$ cat config.mk
export PLATFORM = sky130hd
export DESIGN_NAME = pipe_hazard_ctrl
export DESIGN_NICKNAME = d
export VERILOG_FILES = /design/src/rtl/pipe_pkg.sv /design/src/rtl/sat_counter.sv /design/src/rtl/pipe_hazard_ctrl.sv
export SDC_FILE = /design/constraint.sdc
export NUM_CORES = 1
export LEC_CHECK = 0
export CAP_MARGIN = 10
export CORE_ASPECT_RATIO = 1.2
export CORE_MARGIN = 1
export CORE_UTILIZATION = 52
export DETAILED_ROUTE_END_ITERATION = 10
export PLACE_DENSITY = 0.85
export SETUP_SLACK_MARGIN = 0.1
export SLEW_MARGIN = 20
export SYNTH_ARGS = -nofsm -noshare
export SYNTH_HDL_FRONTEND = slang
export SYNTH_HIERARCHICAL = 1
export SYNTH_SLANG_ARGS = --single-unit
$ cat constraint.sdc
create_clock -name clk -period 5.3 [get_ports clk]
set_clock_uncertainty 0.1 [all_clocks]
set_input_delay 1.06 -clock clk [delete_from_list [all_inputs] [get_ports clk]]
set_output_delay 1.06 -clock clk [all_outputs]
set_load 0.03 [all_outputs]
$ cat src/rtl/pipe_pkg.sv
`default_nettype none
// ============================================================================
// Module      : pipe_pkg
// Description : Shared widths, FSM state encoding and scoreboard entry type
//               for the pipeline hazard controller.
// Revision    : 1.0 - initial release
// ============================================================================
package pipe_pkg;

    localparam int REG_AW = 6;
    localparam int CNT_W  = 16;

    typedef enum logic [1:0] {
        RUN    = 2'd0,
        STALL  = 2'd1,
        SQUASH = 2'd2
    } state_t;

    typedef struct packed {
        logic              v;
        logic [REG_AW-1:0] rd;
    } sb_entry_t;

    function automatic logic sb_match(input sb_entry_t e, input logic [REG_AW-1:0] r);
        return e.v && (e.rd == r);
    endfunction

endpackage
`default_nettype wire

$ cat src/rtl/sat_counter.sv
`default_nettype none
// ============================================================================
// Module      : sat_counter
// Description : Up-counter that sticks at its all-ones value instead of wrapping.
// Revision    : 1.0 - initial release
// ============================================================================
module sat_counter #(
    parameter int WIDTH = 16
) (
    input  logic             clk,
    input  logic             rst_n,
    input  logic             en,
    output logic [WIDTH-1:0] count
);

    always_ff @(posedge clk or negedge rst_n) begin
        if (!rst_n) begin
            count <= '0;
        end else if (en && (count != '1)) begin
            count <= count + WIDTH'(1);
        end
    end

endmodule
`default_nettype wire

$ cat src/rtl/pipe_hazard_ctrl.sv
`default_nettype none
// ============================================================================
// Module      : pipe_hazard_ctrl
// Description : RAW-stall and redirect-squash sequencer for the 5-stage pipe,
//               with a 3-entry in-flight write scoreboard and event counters.
// Revision    : 1.0 - initial release
// ============================================================================
module pipe_hazard_ctrl
    import pipe_pkg::*;
(
    input  logic              clk,
    input  logic              rst_n,
    input  logic              id_valid,
    input  logic [REG_AW-1:0] id_rs,
    input  logic [REG_AW-1:0] id_rt,
    input  logic              id_uses_rs,
    input  logic              id_uses_rt,
    input  logic [REG_AW-1:0] id_rd,
    input  logic              id_reg_write,
    input  logic              mem_redirect,
    output logic              pc_write_en,
    output logic              ifid_write_en,
    output logic              ifid_flush,
    output logic              idex_flush,
    output logic              exmem_flush,
    output logic              hazard,
    output logic [CNT_W-1:0]  stall_cnt,
    output logic [CNT_W-1:0]  flush_cnt
);

    state_t    r_state;
    sb_entry_t r_sb_ex;
    sb_entry_t r_sb_mem;
    sb_entry_t r_sb_wb;

    logic w_rs_hit;
    logic w_rt_hit;
    logic w_redirect;
    logic w_stall;

    // WB is included: the register file does not bypass a same-cycle write.
    assign w_rs_hit = sb_match(r_sb_ex, id_rs) || sb_match(r_sb_mem, id_rs) || sb_match(r_sb_wb, id_rs);
    assign w_rt_hit = sb_match(r_sb_ex, id_rt) || sb_match(r_sb_mem, id_rt) || sb_match(r_sb_wb, id_rt);
    assign hazard   = id_valid && ((id_uses_rs && w_rs_hit) || (id_uses_rt && w_rt_hit));

    // Masked by rst_n so the pipeline sees plain run-mode controls while held in reset.
    assign w_redirect = mem_redirect && rst_n;
    assign w_stall    = !w_redirect && (r_state != SQUASH) && hazard;

    always_comb begin
        pc_write_en   = 1'b1;
        ifid_write_en = 1'b1;
        ifid_flush    = 1'b0;
        idex_flush    = 1'b0;
        exmem_flush   = 1'b0;
        if (w_redirect) begin
            ifid_flush  = 1'b1;
            idex_flush  = 1'b1;
            exmem_flush = 1'b1;
        end else if (r_state == SQUASH) begin
            ifid_flush  = 1'b1;
        end else if (w_stall) begin
            pc_write_en   = 1'b0;
            ifid_write_en = 1'b0;
            idex_flush    = 1'b1;
        end
    end

    always_ff @(posedge clk or negedge rst_n) begin
        if (!rst_n) begin
            r_state  <= RUN;
            r_sb_ex  <= '0;
            r_sb_mem <= '0;
            r_sb_wb  <= '0;
        end else if (w_redirect) begin
            r_state  <= SQUASH;
            r_sb_ex  <= '0;
            r_sb_mem <= '0;
            r_sb_wb  <= r_sb_mem;
        end else if (w_stall) begin
            r_state  <= STALL;
            r_sb_ex  <= '0;
            r_sb_mem <= r_sb_ex;
            r_sb_wb  <= r_sb_mem;
        end else begin
            r_state  <= RUN;
            r_sb_ex  <= '{v: id_valid && id_reg_write, rd: id_rd};
            r_sb_mem <= r_sb_ex;
            r_sb_wb  <= r_sb_mem;
        end
    end

    sat_counter #(.WIDTH(CNT_W)) u_stall_cnt (
        .clk   (clk),
        .rst_n (rst_n),
        .en    (w_stall),
        .count (stall_cnt)
    );

    sat_counter #(.WIDTH(CNT_W)) u_flush_cnt (
        .clk   (clk),
        .rst_n (rst_n),
        .en    (w_redirect),
        .count (flush_cnt)
    );

endmodule
`default_nettype wire

# Word-level counts from Yosys, hierarchy flattened
# Index checks and enable logic that the tools add are counted.
[totals]
register_bits = 55
wordCells = 56
out_inout_bits = 38
input_bits = 25
[op_classes]
n_reduce_logical = 21
add_sub_neg = 2
eq_ne = 10
n_mux = 14
[ops]
columns = ["operator", "count"]
rows = [
  ["6-bit == test", 6],
  ["16-bit by 1-bit adder with 16-bit output, second input constant", 2],
  ["16-bit != test, second input constant", 2],
  ["7-bit 2-to-1 mux", 3],
  ["1-bit logical AND", 15],
  ["1-bit 2-to-1 mux", 10],
  ["1-bit logical OR", 5],
  ["2-bit == test, second input constant", 1],
  ["2-bit 2-to-1 mux", 1],
  ["2-bit != test, second input constant", 1],
  ["1-bit zero test", 1],
]

# Longest topological paths before layout
[logic_depth]
depth_word = 11
mapped_depth = 11
depth_no_buf = 10

# Cells and area by module
# Netlist, hierarchy kept.
[by_module_without_submodules]
columns = ["module", "instances", "seq_area_each_um2", "cells_per_inst", "area_per_inst_um2"]
rows = [
  ["sat_counter", 2, 400.4, 72, 859.6],
  ["pipe_hazard_ctrl", 1, 575.6, 103, 1152.4],
]

# Worst setup path before layout
# Ideal clock, no wire load.
[synth_path]
kind = "input to output"
from = "input port mem_redirect"
to = "output port idex_flush"
stages = 7
arrival_ns = 2.338
setup_slack_ns = 1.802
n_path_buf = 1
path_cell_list = "nand2_1 inv_1 a21oi_1 and2_1 a21bo_1 buf_6 nand2_1"
[synth_via]
elab_chain_len = 7
[synth_lines]
columns = ["item", "line", "rtl"]
rows = [
  ["start, declared", "pipe_hazard_ctrl.sv:20", "input logic mem_redirect,"],
  ["1-bit logical AND (*)", "pipe_hazard_ctrl.sv:47", "assign w_redirect = mem_redirect && rst_n;"],
  ["1-bit zero test", "pipe_hazard_ctrl.sv:48", "assign w_stall = !w_redirect && (r_state != SQUASH) && hazard;"],
  ["1-bit logical AND (2 in a row)", "pipe_hazard_ctrl.sv:48", ""],
  ["1-bit 2-to-1 mux", "pipe_hazard_ctrl.sv:62", "end else if (w_stall) begin"],
  ["1-bit 2-to-1 mux", "pipe_hazard_ctrl.sv:60", "end else if (r_state == SQUASH) begin"],
  ["1-bit 2-to-1 mux (*)", "pipe_hazard_ctrl.sv:56", "if (w_redirect) begin"],
  ["end, declared", "pipe_hazard_ctrl.sv:24", "output logic idex_flush,"],
]
# Every way passes the cells marked *; elsewhere a longest branch is shown, timed or not.

# Worst setup path in the final report
[layout_path]
from = "input port id_rt[3]"
to = "output port idex_flush"
[layout_via]
elab_chain_len = 11
[layout_lines]
columns = ["item", "line", "rtl"]
rows = [
  ["start, declared", "pipe_hazard_ctrl.sv:15", "input logic [REG_AW-1:0] id_rt,"],
  ["6-bit == test", "pipe_pkg.sv:25", "return e.v && (e.rd == r);"],
  ["1-bit logical AND", "pipe_pkg.sv:25", ""],
  ["1-bit logical OR", "pipe_hazard_ctrl.sv:43", "assign w_rt_hit = sb_match(r_sb_ex, id_rt) || sb_match(r_sb_mem, id_rt) || sb_match(r_sb_wb, id_rt);"],
  ["1-bit logical OR (*)", "pipe_hazard_ctrl.sv:43", ""],
  ["1-bit logical AND (*)", "pipe_hazard_ctrl.sv:44", "assign hazard = id_valid && ((id_uses_rs && w_rs_hit) || (id_uses_rt && w_rt_hit));"],
  ["1-bit logical OR (*)", "pipe_hazard_ctrl.sv:44", ""],
  ["1-bit logical AND (*)", "pipe_hazard_ctrl.sv:44", ""],
  ["1-bit logical AND (*)", "pipe_hazard_ctrl.sv:48", ""],
  ["1-bit 2-to-1 mux (*)", "pipe_hazard_ctrl.sv:62", ""],
  ["1-bit 2-to-1 mux (*)", "pipe_hazard_ctrl.sv:60", ""],
  ["1-bit 2-to-1 mux (*)", "pipe_hazard_ctrl.sv:56", ""],
]
# Marks and branches as above.

==> impl_metrics.env <==
export IMPL_min_from="r_sb_mem[6]"
export IMPL_firstDrtPassIters=4
export IMPL_finalSetupViolCount=0
export IMPL_r2r_start="r_sb_ex[3]"
export IMPL_rows=29
export IMPL_clockBufferDepth=2
export IMPL_grt_max_degree=56
export IMPL_clkSinkCount=55
export IMPL_globalRouteTotalUtil=0.221
export IMPL_yosysSeqAreaShare=0.479
export IMPL_clk_latency_ns=0.30
export IMPL_relSlewSlack=0.550
export IMPL_path_clk_slew_ns=0.09
export IMPL_max_stage_delay_ns=0.67
export IMPL_leakagePower_uw=0.00160
export IMPL_cp_buffers_inverters=2
export IMPL_die_area_um2=5820
export IMPL_hold_path_depth=0
export IMPL_utilization=0.694
export IMPL_finalHoldViolCount=0
export IMPL_antenna_found_initial=0
export IMPL_core_um2=5300
export IMPL_vdd_drop_max_uv=167
export IMPL_path_delay_family="buffers and inverters"
export IMPL_gr_total_overflow=0
export IMPL_cp_common_cell="clkdlybuf4s50_1"
export IMPL_fin_total_pwr_uw=990
export IMPL_synthArstFlopShare=1.00
export IMPL_wire_per_inst_um=16.2
export IMPL_synthToLayoutAreaGrowth_pct=28.0
export IMPL_worst_slack_ns=0.766
export IMPL_io_pins=63
export IMPL_status="completed"
export IMPL_drc=0
export IMPL_synth_edff_count=0
export IMPL_tightest_slew_ns=0.675
export IMPL_layout_commonest_cell="clkdlybuf4s50_1"
export IMPL_syn_area_um2=2870
export IMPL_grt_pass1_vias=2226
export IMPL_hold_path_end="r_sb_wb[6]"
export IMPL_synth_ff_type="dfrtp_1"
export IMPL_synthCells=247
export IMPL_syn_avg_cell_area_um2=11.6
export IMPL_diodes=0
export IMPL_cts_root_buf="clkbuf_8"
export IMPL_final_cell_mix="clkdlybuf4s50_1, dfrtp_1, xnor2_1, xor2_1, nand4_1"
export IMPL_period_share=0.856
export IMPL_place_congestion=0.941
export IMPL_synth_distinct_cells=35
export IMPL_worstRegToRegCells=10
export IMPL_syn_nets=274
export IMPL_post_place_ws_ns=0.749
export IMPL_cap_violations=0
export IMPL_vias_per_cell=5.77
export IMPL_layout_drive_gt1_share=0.0981
export IMPL_path_cells="clkdlybuf4s50_1 > xnor2_1 > nand4_1 > nor4_1 > o31ai_1 > a21bo_1 > nand2_1 > clkdlybuf4s50_1"
export IMPL_yosys_warnings=6
export IMPL_min_path_type="reg -> reg"
export IMPL_cp_start_kind="primary input"
export IMPL_crit_arrival_ns=3.37
export IMPL_fmax_ghz=0.221
export IMPL_vias=2182
export IMPL_rr_endpoint="u_stall_cnt/count[7]"
export IMPL_cp_slowest_cell="clkdlybuf4s50_1"
export IMPL_power_density_nw_per_um2=269
export IMPL_cts_setup_buffers=0
export IMPL_ctsResizeCount=0
export IMPL_port_buffers=62
export IMPL_rsz0062_at_grt="false"
export IMPL_ctsHtreeMaxLevel=2
export IMPL_cts_buffers=5
export IMPL_ys_ff_latch=55
export IMPL_fillers=411
export IMPL_die_height_um=83.4
export IMPL_slew_violations=0
export IMPL_start_util=0.542
export IMPL_cts_tree="built"
export IMPL_nets=342
export IMPL_worstPathRequired_ns=4.14
export IMPL_reg2reg_slack_ns=2.67
export IMPL_ctsHoldBuffers=0
export IMPL_setup_tns_ns=0
export IMPL_min_period_ns=4.53
export IMPL_critPathMaxFanout=11
export IMPL_antenna_left=0
export IMPL_criticalPathCategory="in -> out"
export IMPL_hpwl_um=4560
export IMPL_dieWidth_um=69.8
export IMPL_grt_pass1_wl_um=10400
export IMPL_drt_total_wl_um=6140
export IMPL_timing_critical_path_to_type="output port"
export IMPL_dr_first_iter_drc_count=55
## how the worst max path moves through the flow
stage / from / endpoint / slack (ns) / cells after the start
final: id_rt[3] / idex_flush / 0.77 / 8
after detailed placement: id_rt[3] / idex_flush / 0.75 / 8
after global routing: id_rt[3] / idex_flush / 0.61 / 8
after CTS: id_rt[3] / idex_flush / 0.74 / 8
after floorplan: mem_redirect / idex_flush / 1.80 / 7
after global placement: id_rt[3] / idex_flush / 0.78 / 8
## power breakdown
part,leakage [µW],switching [µW],internal (µW),total [µW]
Clock,0.0000612,130,153,283
Sequential,0.000731,49.0,451,500
Combinational,0.000804,110,96.0,206
Total,0.00160,289,700,990
## sequential cells by signal (all words and copies together) (netlist names)
name and flops:
u_stall_cnt/count 16, r_sb_wb 7, r_state 2, r_sb_mem 7, r_sb_ex 7, u_flush_cnt/count 16
## stage by stage
stage                     std cells  cell area, µm²  hold WS (ns)
after floorplan                 247            2870         0.273
after global placement          370            3560         0.302
after detailed placement        370            3560         0.305
after CTS                       378            3670         0.328
after global routing            378            3670         0.334
final                           378            3670         0.333
## synthesized netlist by cell type (5+ instances only)
cell type / n / area, µm²
a21oi_1: 8 / 40.0
inv_1: 5 / 18.8
nand3_1: 11 / 55.1
and3_1: 10 / 62.6
dfrtp_1: 55 / 1380
nand2_1: 11 / 41.3
and2_1: 9 / 56.3
xnor2_1: 28 / 245
xor2_1: 22 / 193
a31oi_1: 6 / 37.5
nand4_1: 22 / 138
nor4_1: 6 / 37.5
o21a_1: 10 / 75.1
## layout make-up
cell class	instances	area (µm²)	share of cell area
timing repair buffer	64	631	0.172
tap	62	77.6	0.0211
multi-input combinational	184	1450	0.396
inverter	5	18.8	0.00511
clock inverter	2	35.0	0.00953
clock buffer	6	82.6	0.0225
sequential	55	1380	0.375
## metal layers
| layer | vias up | routed length (µm) | GRT usage |
|---|---|---|---|
| met5 | - | 0 | 0 |
| met4 | 0 | 113 | 0.0764 |
| met3 | 10 | 223 | 0.0376 |
| met2 | 54 | 3230 | 0.373 |
| met1 | 1059 | 2570 | 0.286 |
| li1 | 1059 | - | - |
## cell families after synthesis
| group | synth area share |
|---|---|
| buffers and inverters | 0.0144 |
| AOI/OAI and AO/OA | 0.0915 |
| and+or+nand+nor | 0.246 |
| DFF | 0.479 |
| muxes | 0.00784 |
| adders and majority gates | 0.00871 |
| xor gates and xnor gates | 0.153 |
(Power assumes the default switching activity.)
